`src/rtl/bp_fe_ras_stack_pkg.sv`:
```
// Shared types for the front-end return address stack: checkpoint layout
// (used in branch metadata width accounting) and the per-cycle operation code.
`ifndef BP_FE_RAS_STACK_PKG_SV
`define BP_FE_RAS_STACK_PKG_SV

`define DECLARE_BP_FE_RAS_CKPT_S(vaddr_width_mp, ras_depth_mp) \
    typedef struct packed { \
        logic [$clog2((ras_depth_mp)+1)-1:0] count; \
        logic [$clog2(ras_depth_mp)-1:0]     ptr; \
        logic [(vaddr_width_mp)-1:0]         top_addr; \
    } bp_fe_ras_ckpt_s

package bp_fe_ras_stack_pkg;

    typedef enum logic [2:0] {
        RAS_HOLD    = 3'd0,
        RAS_PUSH    = 3'd1,
        RAS_POP     = 3'd2,
        RAS_REPLACE = 3'd3,
        RAS_RESTORE = 3'd4
    } ras_op_e;

    function automatic int ras_ckpt_width(input int vaddr_width, input int ras_depth);
        return $clog2(ras_depth + 1) + $clog2(ras_depth) + vaddr_width;
    endfunction

endpackage

`endif

```
`src/rtl/bp_fe_ras_stack.sv`:
```
// Circular return address stack with speculative checkpoint/restore.
// Outputs depend on registered state only; updates land one cycle later.
module bp_fe_ras_stack
    import bp_fe_ras_stack_pkg::*;
#(
    parameter  int vaddr_width_p     = 39,
    parameter  int ras_depth_p       = 8,
    localparam int ras_ptr_width_lp  = $clog2(ras_depth_p),
    localparam int ras_cnt_width_lp  = $clog2(ras_depth_p + 1),
    localparam int ras_ckpt_width_lp = ras_ckpt_width(vaddr_width_p, ras_depth_p)
) (
    input  logic                         clk_i,
    input  logic                         reset_n_i,
    input  logic                         push_v_i,
    input  logic [vaddr_width_p-1:0]     push_addr_i,
    input  logic                         pop_v_i,
    input  logic                         restore_v_i,
    input  logic [ras_ckpt_width_lp-1:0] restore_ckpt_i,
    output logic [vaddr_width_p-1:0]     top_addr_o,
    output logic                         top_v_o,
    output logic [ras_ckpt_width_lp-1:0] ckpt_o
);

    `DECLARE_BP_FE_RAS_CKPT_S(vaddr_width_p, ras_depth_p);

    localparam logic [ras_ptr_width_lp-1:0] ptr_one_lp  = ras_ptr_width_lp'(1);
    localparam logic [ras_cnt_width_lp-1:0] cnt_one_lp  = ras_cnt_width_lp'(1);
    localparam logic [ras_cnt_width_lp-1:0] cnt_full_lp = ras_cnt_width_lp'(ras_depth_p);

    logic [vaddr_width_p-1:0]    mem_reg [ras_depth_p];
    logic [ras_ptr_width_lp-1:0] ptr_reg, ptr_next;
    logic [ras_cnt_width_lp-1:0] count_reg, count_next;

    ras_op_e                     op;
    logic                        wr_en;
    logic [ras_ptr_width_lp-1:0] wr_idx;
    logic [vaddr_width_p-1:0]    wr_data;
    logic [ras_depth_p-1:0]      wr_sel;
    logic [ras_ptr_width_lp-1:0] top_idx;
    logic [ras_ptr_width_lp-1:0] restore_top_idx;
    bp_fe_ras_ckpt_s             restore_ckpt;

    assign restore_ckpt    = restore_ckpt_i;
    assign top_idx         = ptr_reg - ptr_one_lp;
    assign restore_top_idx = restore_ckpt.ptr - ptr_one_lp;

    always_comb begin
        op = RAS_HOLD;
        if (restore_v_i) begin
            op = RAS_RESTORE;
        end else if (push_v_i && pop_v_i && (count_reg != '0)) begin
            op = RAS_REPLACE;
        end else if (push_v_i) begin
            op = RAS_PUSH;
        end else if (pop_v_i && (count_reg != '0)) begin
            op = RAS_POP;
        end
    end

    always_comb begin
        ptr_next   = ptr_reg;
        count_next = count_reg;
        wr_en      = 1'b0;
        wr_idx     = ptr_reg;
        wr_data    = push_addr_i;
        unique case (op)
            RAS_RESTORE: begin
                // Re-write the checkpointed top in case a wrong-path push clobbered it
                ptr_next   = restore_ckpt.ptr;
                count_next = restore_ckpt.count;
                wr_en      = (restore_ckpt.count != '0);
                wr_idx     = restore_top_idx;
                wr_data    = restore_ckpt.top_addr;
            end
            RAS_REPLACE: begin
                wr_en  = 1'b1;
                wr_idx = top_idx;
            end
            RAS_PUSH: begin
                wr_en      = 1'b1;
                ptr_next   = ptr_reg + ptr_one_lp;
                count_next = (count_reg == cnt_full_lp) ? cnt_full_lp : count_reg + cnt_one_lp;
            end
            RAS_POP: begin
                ptr_next   = top_idx;
                count_next = count_reg - cnt_one_lp;
            end
            default: begin
            end
        endcase
    end

    for (genvar gi = 0; gi < ras_depth_p; gi++) begin : g_wr_sel
        assign wr_sel[gi] = wr_en && (wr_idx == ras_ptr_width_lp'(gi));
    end

    always_ff @(posedge clk_i or negedge reset_n_i) begin
        if (!reset_n_i) begin
            for (int i = 0; i < ras_depth_p; i++) begin
                mem_reg[i] <= '0;
            end
            ptr_reg   <= '0;
            count_reg <= '0;
        end else begin
            for (int i = 0; i < ras_depth_p; i++) begin
                if (wr_sel[i]) begin
                    mem_reg[i] <= wr_data;
                end
            end
            ptr_reg   <= ptr_next;
            count_reg <= count_next;
        end
    end

    assign top_v_o    = (count_reg != '0);
    assign top_addr_o = top_v_o ? mem_reg[top_idx] : '0;
    assign ckpt_o     = {count_reg, ptr_reg, top_addr_o};

endmodule

```
`config.mk`:
```
export PLATFORM = sky130hd
export DESIGN_NAME = bp_fe_ras_stack
export DESIGN_NICKNAME = d
export VERILOG_FILES = /design/src/rtl/bp_fe_ras_stack_pkg.sv /design/src/rtl/bp_fe_ras_stack.sv
export SDC_FILE = /design/constraint.sdc
export NUM_CORES = 1
export LEC_CHECK = 0
export ABC_AREA = 1
export BUFFER_PORTS_ARGS = -buffer_cell sky130_fd_sc_hd__buf_2
export CAP_MARGIN = 20
export CORE_ASPECT_RATIO = 0.9
export CORE_MARGIN = 2
export CORE_UTILIZATION = 59
export DETAILED_ROUTE_END_ITERATION = 8
export MAX_ROUTING_LAYER = met4
export PLACE_DENSITY = 0.8
export SYNTH_ARGS = -nofsm -noshare
export SYNTH_HDL_FRONTEND = slang
export SYNTH_SLANG_ARGS = --single-unit
```
`constraint.sdc`:
```
create_clock -name clk_i -period 7.3 [get_ports clk_i]
set_clock_uncertainty 0.05 [all_clocks]
set_input_delay 1.095 -clock clk_i [delete_from_list [all_inputs] [get_ports clk_i]]
set_output_delay 1.095 -clock clk_i [all_outputs]
set_load 0.05 [all_outputs]
```
# Yosys cells after proc, flatten, opt, wreduce, memory -nomap -nowiden
# Index checks and enable logic that the tools add are counted.
[word_totals] memories=0 regBits=319 latchBits=0 output_inout_bits=86 mem_bits_rw=0 mem_bits_ro=0 elab_cells=59
[op_classes] order_cmp=1 multipliers=0 div=0 n_bitwise=1 shifts=0 n_eq_ne=12 mux=14 n_reduce_logical=16 add_sub_neg=5
[ops] operator="two-way mux 39 bit" n=4
[ops] operator="binary-select mux 39 bit (select 3 bit)" n=1
[ops] operator="== test 3 bit (second input constant)" n=5
[ops] operator="== test 3 x 2 -> 1 bit (second input constant)" n=4
[ops] operator="one-hot mux 4 bit (3 select lines)" n=1
[ops] operator="logical AND 1 bit" n=11
[ops] operator="one-hot mux 3 bit (3 select lines)" n=1
[ops] operator="nonzero test 4 bit" n=2
[ops] operator="== test 3 x 1 -> 1 bit (second input constant)" n=2
[ops] operator="two-way mux 2 bit" n=3
[ops] operator="one-hot mux 3 bit (2 select lines)" n=1
[ops] operator="subtractor 3 x 1 -> 3 bit (second input constant)" n=2
[ops] operator="adder 4 x 1 -> 4 bit (second input constant)" n=1
[ops] operator="== test 4 bit (second input constant)" n=1
[ops] operator="greater-or-equal comparator 4 bit (second input constant)" n=1
[ops] operator="two-way mux 4 bit" n=1
[ops] operator="NOT 3 -> 4 bit" n=1
[ops] operator="subtractor 4 x 1 -> 4 bit (second input constant)" n=1
[ops] operator="adder 3 x 1 -> 3 bit (second input constant)" n=1
[ops] operator="logical NOT 3 bit" n=1
[ops] operator="two-way mux 3 bit" n=1
[ops] operator="nonzero test 3 bit" n=1
[ops] operator="one-hot mux 1 bit (2 select lines)" n=1
[ops] operator="OR reduction 2 bit" n=1

# Depth between registers and ports, before layout
# Gate-level depths: netlist (run 1).
[depth] word_depth=10 mapped_depth=17

# Worst setup path before layout (run 1)
# No wires, ideal clock.
[synth_path] path_type="reg2out" startpoint="register ptr_reg[0]" endpoint="output top_addr_o[37]" arrival_ps=3868 required_ps=6155 setup_slack_ps=2287 path_buffers=6 stages_incl_launch_ff=14 path_cell_list="dfrtp_1 > inv_1 > clkbuf_1 > clkbuf_1 > clkbuf_1 > ha_1 > clkbuf_1 > inv_2 > buf_1 > o21ai_0 > o22ai_1 > o21ai_0 > a31oi_1 > buf_4"
[synth_via] elab_chain_cells=6
[synth_lines] element="start: declaration" line="bp_fe_ras_stack.sv:31" rtl="logic [ras_ptr_width_lp-1:0] ptr_reg, ptr_next;"
[synth_lines] element="start signal: assignment" line="bp_fe_ras_stack.sv:110" rtl="ptr_reg <= ptr_next;"
[synth_lines] element="subtractor 3 x 1 -> 3 bit" line="bp_fe_ras_stack.sv:44" rtl="assign top_idx = ptr_reg - ptr_one_lp;"
[synth_lines] element="NOT 3 -> 4 bit (implied by the code)" line="bp_fe_ras_stack.sv:116" rtl="assign top_addr_o = top_v_o ? mem_reg[top_idx] : '0;"
[synth_lines] element="binary-select mux 39 bit (select 3 bit)" line="bp_fe_ras_stack.sv:116"
[synth_lines] element="two-way mux 39 bit (implied by the code) (2 in series)" line="bp_fe_ras_stack.sv:116"
[synth_lines] element="two-way mux 39 bit" line="bp_fe_ras_stack.sv:116"
[synth_lines] element="end: declaration" line="bp_fe_ras_stack.sv:19" rtl="output logic [vaddr_width_p-1:0] top_addr_o,"
# No other way between the ends. The select of a mux whose other input is x is not followed.

# Worst setup path in the final report (run 1)
[layout_path] startpoint="register ptr_reg[0]" endpoint="output ckpt_o[36]"
[layout_via] elab_chain_cells=6
[layout_lines] element="subtractor 3 x 1 -> 3 bit" line="bp_fe_ras_stack.sv:44"
[layout_lines] element="NOT 3 -> 4 bit (implied by the code)" line="bp_fe_ras_stack.sv:116"
[layout_lines] element="binary-select mux 39 bit (select 3 bit)" line="bp_fe_ras_stack.sv:116"
[layout_lines] element="two-way mux 39 bit (implied by the code) (2 in series)" line="bp_fe_ras_stack.sv:116"
[layout_lines] element="two-way mux 39 bit" line="bp_fe_ras_stack.sv:116"
[layout_lines] element="end: declaration" line="bp_fe_ras_stack.sv:21" rtl="output logic [ras_ckpt_width_lp-1:0] ckpt_o"
# No other way between the ends. The select of a mux whose other input is x is not followed.

==> results.md, run 1 <==
- Outcome: completed
- Worst Tran Pin Value: 1.14 ns
- # resized after CTS: 0
- Count leader, synth: nand2_1
- Via count: 15.7k
- Critical path endpoint category: output pin
- DIE WIDTH: 179 um
- R2R cell count: 10
- Vias in the first global route: 14.5k
- Post-layout minimum cycle time: 5.95 ns
- CP Launch Type: flip-flop
- CTS tree: done
- Post-CTS Hold Fix Bufs: 0
- Initial Util: 0.603
- Row count: 57
- Top cells by area, synth: dfrtp_1 (49%), nand2_1 (20%), o21ai_0 (7.5%), nor2_1 (5.6%), nand3_1 (5.0%)
- #FFs+latches synth: 319
- Post-CTS setup buffers: 0
- # diodes: 0
- Final period util: 0.815
- Max Buffers Root-to-Sink: 3
- Async SR Flop Fraction: 1.00
- Post-synth EDFFs: 0
- Final hold vios: 0
- Average cell area after synthesis: 7.40 um2
- Clk sinks: 319
- Hold path depth: 2
- DP HPWL: 27,600 um
- Largest net degree at the start of global routing: 182
- Clock transition at path regs: 0.06 ns
- H-tree depth reported by CTS: 2
- HP Start: mem_reg[197]
- DRC: 0
- Lkg Pwr: 9.47 nW
- Primary FF master, synth: dfrtp_1
- Top post-synthesis cells by count: nand2_1 (852), dfrtp_1 (319), nor2_1 (245), o21ai_0 (244), nand3_1 (163)
- # setup viols final: 0
- Drt wl/cell: 18.5 um
- TritonCTS buffer count: 34
- Yosys warns: 0
- Total negative setup slack: 0 ns
- Crit Reg-Reg Startpoint: ptr_reg[0]
- Cell Pwr Density: 495 nW/um2
- Max cap viols: 0
- Pre-antenna DRT Iters: 6
- Post-synthesis cell type count: 28
- Leading area contributor after synthesis: dfrtp_1
- Root buf cell: clkbuf_16
- Total gr overflow: 0
- CP Max Fanout: 74
- GR Util All Layers: 0.345
- Max Slew Vio Count: 0
- Core Box Area: 27,100 um2
- Worst Path Required: 6.15 ns
- Total Wirelength: 48,500 um
- Initial antenna violation count: 1
- Fmax: 0.168 GHz
- GP Congestion: 0.883
- Share of layout cells above drive strength 1: 0.126
- DRT iter0 DRCs: 2,044
- Min Hold Slack: 0.417 ns
- Post-Syn Area: 16,400 um2
- Die height: 162 um
- HP Class: flip-flop to flip-flop
- R2R Setup Slk: 1.89 ns
- Nets: 2,335
- Die area: 29,100 um2
- WHS Endpoint: mem_reg[197]
- Unrepaired setup endpoints after global routing: false
- Max IR drop VDD: 0.000387 V
- Port bufs: 175
- Ports: 176
- Slew margin rel.: 0.239
- Yosys top cell area share: 0.488
- Synthesized Nets: 2,305
- Part of the Yosys area used for sequential elements: 0.488
- Vias per inst: 5.99
- Cells after synthesis: 2,210
- Final ANT Viol Nets: 0
- RR Endpoint: mem_reg[113]
- First-pass GRT wire length: 78,500 um
- Worst EP arrival: 4.80 ns
- Area delta synth->final: 10.4%
- Largest register FFs: 312
- Critical path class: flip-flop to output pin
- Clk Latency, worst-skew pair: 0.51 ns
==> critical path, stage by stage (launching register included) <==
cell and delay [ns]:
dfrtp_4 1.01, inv_4 0.47, ha_2 0.45, inv_2 0.48
buf_4 0.60, o21ai_0 0.17, o22ai_1 0.16, o21ai_0 0.10
a31oi_1 0.40, buf_2 0.35
==> logic make-up (layout without fill, tap and decap cells) <==
| group | count (synthesis) | after routing | synth area share |
|---|---|---|---|
| xor gates and xnor gates | 5 | 5 | 0.00268 |
| DFF | 319 | 319 | 0.488 |
| and+or+nand+nor | 1320 | 1320 | 0.329 |
| adders and majority gates | 5 | 5 | 0.00383 |
| buffers and inverters | 231 | 286 | 0.0692 |
| AOI/OAI and AO/OA | 330 | 330 | 0.107 |
==> where the power goes <==
group / total (mW) / switching [mW] / internal, mW
Sequential: 3.06 / 0.471 / 2.59
Combinational: 4.03 / 3.02 / 1.01
Clock: 1.84 / 0.730 / 1.11
Total: 8.93 / 4.22 / 4.71
==> stage by stage <==
stage / util / instances / power (mW) / cell area, um2 / worst slack (ns)
floorplan: - / 2210 / 6.25 / 16400 / 2.29
global placement: 0.622 / 2557 / 6.92 / 16900 / 2.10
detailed placement: 0.622 / 2557 / 7.03 / 16900 / 2.08
CTS: 0.666 / 2618 / 8.90 / 18000 / 1.52
global route: 0.666 / 2619 / 9.47 / 18100 / 1.09
finish: 0.666 / 2619 / 8.93 / 18100 / 1.35
==> layout make-up <==
class,count,area (um2)
Clock buffer,38,907
Clock inverter,23,272
Fill cell,2334,9040
Inverter,25,96.3
Multi-Input combinational cell,1660,7250
Sequential cell,319,7990
Tap cell,354,443
Timing Repair Buffer,200,1100
==> metal layers <==
layer	global-route usage	part of all wire	vias to the layer above
li1	-	-	7190
met1	0.504	0.43	7434
met2	0.488	0.43	974
met3	0.0713	0.13	82
met4	0.102	0.020	0
met5	-	0	-
==> worst max-delay path by stage <==
stage                          start  cells past startpoint             end  slack, ns
after floorplan           ptr_reg[0]                     13  top_addr_o[37]       2.29
final                     ptr_reg[0]                      9      ckpt_o[36]       1.35
after global routing      ptr_reg[0]                      9      ckpt_o[36]       1.09
after CTS                 ptr_reg[0]                      9      ckpt_o[36]       1.52
after detailed placement  ptr_reg[0]                      9      ckpt_o[36]       2.08
after global placement    ptr_reg[0]                     10    mem_reg[108]       2.10
==> layout by cell type (no fill, tap or decap), types with 4 or more instances in the layout <==
cell type    n
buf_2      174
ha_1         4
clkinv_2    15
a21oi_1      4
nand3_1    163
a31oi_1     39
nand2_1    851
nor2_4       7
nor2_2       4
clkbuf_16   35
bufinv_16    6
dfrtp_1    318
buf_4       23
inv_1       21
o21ai_0    244
o22ai_1     42
nor2_1     243
nand4_1     43
No activity file was read; power rests on OpenSTA's default activity.
==> run 2: changes to the inputs <==
Clock period 7.3 ns to 5.85 ns, I/O delays scaled along.
==> run 2 against run 1 <==
Routed wire length rose by 5.0%; critical path type unchanged; sequential power rose by 25%; clock power rose by 36%; critical path depth fell by 1.
==> results.md, run 2 (same netlist as run 1, synthesis figures left out) <==
- Outcome: completed (unchanged)
- Largest register FFs: 312 (unchanged)
- R2R cell count: 11 (was 10)
- Worst Path Required: 4.92 ns (was 6.15 ns)
- Area delta synth->final: 12.1% (was 10.4%)
- Design area: 18,300 um2 (was 18,100 um2)
- CP peak stage delay: 0.89 ns (was 1.01 ns)
- GP Congestion: 0.891 (was 0.883)
- Root buf cell: clkbuf_16 (unchanged)
- Slew margin rel.: 0.266 (was 0.239)
- Worst Tran Pin Value: 1.10 ns (was 1.14 ns)
- Dpl ws: 1.30 ns (was 2.08 ns)
- Fmax: 0.191 GHz
- Total Wirelength: 50,900 um (was 48,500 um)
- Final core occ: 0.677 (was 0.666)
- Commonest non-fill, non-tap cell in the layout: nand2_1 (unchanged)
- Final period util: 0.894
- CP Max Fanout: 78 (was 74)
- Max Slew Vio Count: 0 (unchanged)
- Max IR drop VDD: 0.000594 V (was 0.000387 V)
- Fillers: 2,230 (was 2,334)
- Initial antenna violation count: 0 (was 1)
- Nets: 2,349 (was 2,335)
- Drt wl/cell: 19.3 um (was 18.5 um)
- Met2 wire length: 22,400 um (was 20,800 um)
- Total Power: 11.5 mW (was 8.93 mW)
- Core Box Area: 27,100 um2 (unchanged)
- Final hold vios: 0 (unchanged)
- CP Cell Sequence: inv_4 > ha_2 > buf_4 > o21ai_0 > o22ai_1 > o21ai_0 > a31oi_1 > buf_2 (was inv_4 > ha_2 > inv_2 > buf_4 > o21ai_0 > o22ai_1 > o21ai_0 > a31oi_1 > buf_2)
- CP startpoint: ptr_reg[0] (unchanged)
- Share of layout cells above drive strength 1: 0.131 (was 0.126)
- # setup viols final: 0 (unchanged)
- DP HPWL: 28,400 um (was 27,600 um)
- Row count: 57 (unchanged)
- Via count: 16.0k (was 15.7k)
- Clk Latency, worst-skew pair: 0.51 ns (about the same)
- Total gr overflow: 0 (unchanged)
- Top cell by count, worst path: o21ai_0 (unchanged)
- Critical path endpoint category: output pin (unchanged)
- GR Util All Layers: 0.364 (was 0.345)
- HP Class: input port to async pin (was flip-flop to flip-flop)
- CTS tree: done (unchanged)
- Lkg Pwr: 9.60 nW (was 9.47 nW)
- Critical path endpoint: top_addr_o[22] (was ckpt_o[36])
- Layout Cells excl Fill: 2,633 (was 2,619)
- Vias per inst: 6.07 (was 5.99)
- Final ANT Viol Nets: 0 (unchanged)
- Min Hold Slack: 0.333 ns (was 0.417 ns)
- Post-CTS Hold Fix Bufs: 0 (unchanged)
- Ports: 176 (unchanged)
- Clock transition at path regs: 0.06 ns (about the same)
- Pre-antenna DRT Iters: 8 (was 6)
- Critical path class: flip-flop to output pin (unchanged)
- Cell Pwr Density: 625 nW/um2 (was 495 nW/um2)
- RR Endpoint: mem_reg[280] (was mem_reg[113])
- Post-DP Area: 17,000 um2 (was 16,900 um2)
- Die area: 29,100 um2 (unchanged)
- DRC: 0 (unchanged)
- Vias in the first global route: 15.4k (was 14.5k)
- First-pass GRT wire length: 82,700 um (was 78,500 um)
- CP Launch Type: flip-flop (unchanged)
- Placed cell count: 2,571 (was 2,557)
- Max cap viols: 0 (unchanged)
- TritonCTS buffer count: 35 (was 34)
- DRT iter0 DRCs: 2,083 (was 2,044)
- Post-CTS setup buffers: 0 (unchanged)
- Worst EP arrival: 4.30 ns (was 4.80 ns)
- Highest metal used: met4 (unchanged)
- Crit Reg-Reg Startpoint: ptr_reg[0] (unchanged)
- R2R Setup Slk: 1.13 ns (was 1.89 ns)
- # resized after CTS: 0 (unchanged)
- Post-layout minimum cycle time: 5.23 ns
- DIE WIDTH: 179 um (unchanged)
- Port bufs: 175 (unchanged)
- Final worst slack: 0.622 ns (was 1.35 ns)
- CP max stage cell: dfrtp_4 (unchanged)
- H-tree depth reported by CTS: 2 (unchanged)
- Unrepaired setup endpoints after global routing: false (unchanged)
- Total negative setup slack: 0 ns (unchanged)
- Met3 Routed Length: 6550 um (was 6090 um)
- # diodes: 0 (unchanged)
- Max Buffers Root-to-Sink: 3 (unchanged)
- Die height: 162 um (unchanged)
- Initial Util: 0.603 (unchanged)
- Met1 WL: 20,500 um (was 20,700 um)
- Largest net degree at the start of global routing: 150 (was 182)
- Commonest non-fill, non-tap cells in the layout: nand2_1 (851), dfrtp_1 (318), o21ai_0 (244), nor2_1 (243), buf_2 (174) (unchanged)
- Clk sinks: 319 (unchanged)
run 2: cell types whose count changed in the layout (fill, tap and decap cells not counted), sizes merged:
cell / change
clkinv: -5
clkinvlp: +1
inv: -1
bufinv: +3
clkbuf: +3
buf: +13
run 2: report_power, final:
| part | switching, mW | total, mW | internal (mW) |
|---|---|---|---|
| Combinational | 3.81 | 5.12 | 1.31 |
| Clock | 0.928 | 2.51 | 1.58 |
| Sequential | 0.608 | 3.84 | 3.24 |
run 2: how the worst min path moves through the flow:
stage	start	depth (start not counted)	slack, ns	end
2_1_floorplan	mem_reg[117]	2	0.39	mem_reg[117]
3_3_place_gp	mem_reg[46]	2	0.40	mem_reg[46]
3_5_place_dp	mem_reg[131]	2	0.40	mem_reg[131]
4_1_cts	reset_n_i	1	0.36	mem_reg[237]
5_1_grt	reset_n_i	1	0.39	mem_reg[236]
6_report	reset_n_i	1	0.33	mem_reg[236]
run 2: worst max-delay path: cells and delay by family (launching register included):
family	cells	cell delay (ns)
flip-flops	1	0.89
AO/OA/AOI/OAI	4	0.99
buffers and inverters	3	1.41
adder cells (fa/ha/maj)	1	0.44
run 2: area by class of cell:
type / instances / area, um2 / share of cell area
flip-flops and latches: 319 / 7990 / 0.436
multi-input cells: 1660 / 7250 / 0.396
repair buffers: 213 / 1250 / 0.0680
clock buffers: 41 / 961 / 0.0524
well taps: 354 / 443 / 0.0242
clock inverters: 21 / 350 / 0.0191
inverters: 25 / 96.3 / 0.00525
run 2: layer usage:
| layer | up-vias | global-route usage |
|---|---|---|
| met5 | - | - |
| met2 | 1133 | 0.539 |
| met3 | 150 | 0.0722 |
| li1 | 7216 | - |
| met1 | 7484 | 0.501 |
| met4 | 0 | 0.140 |
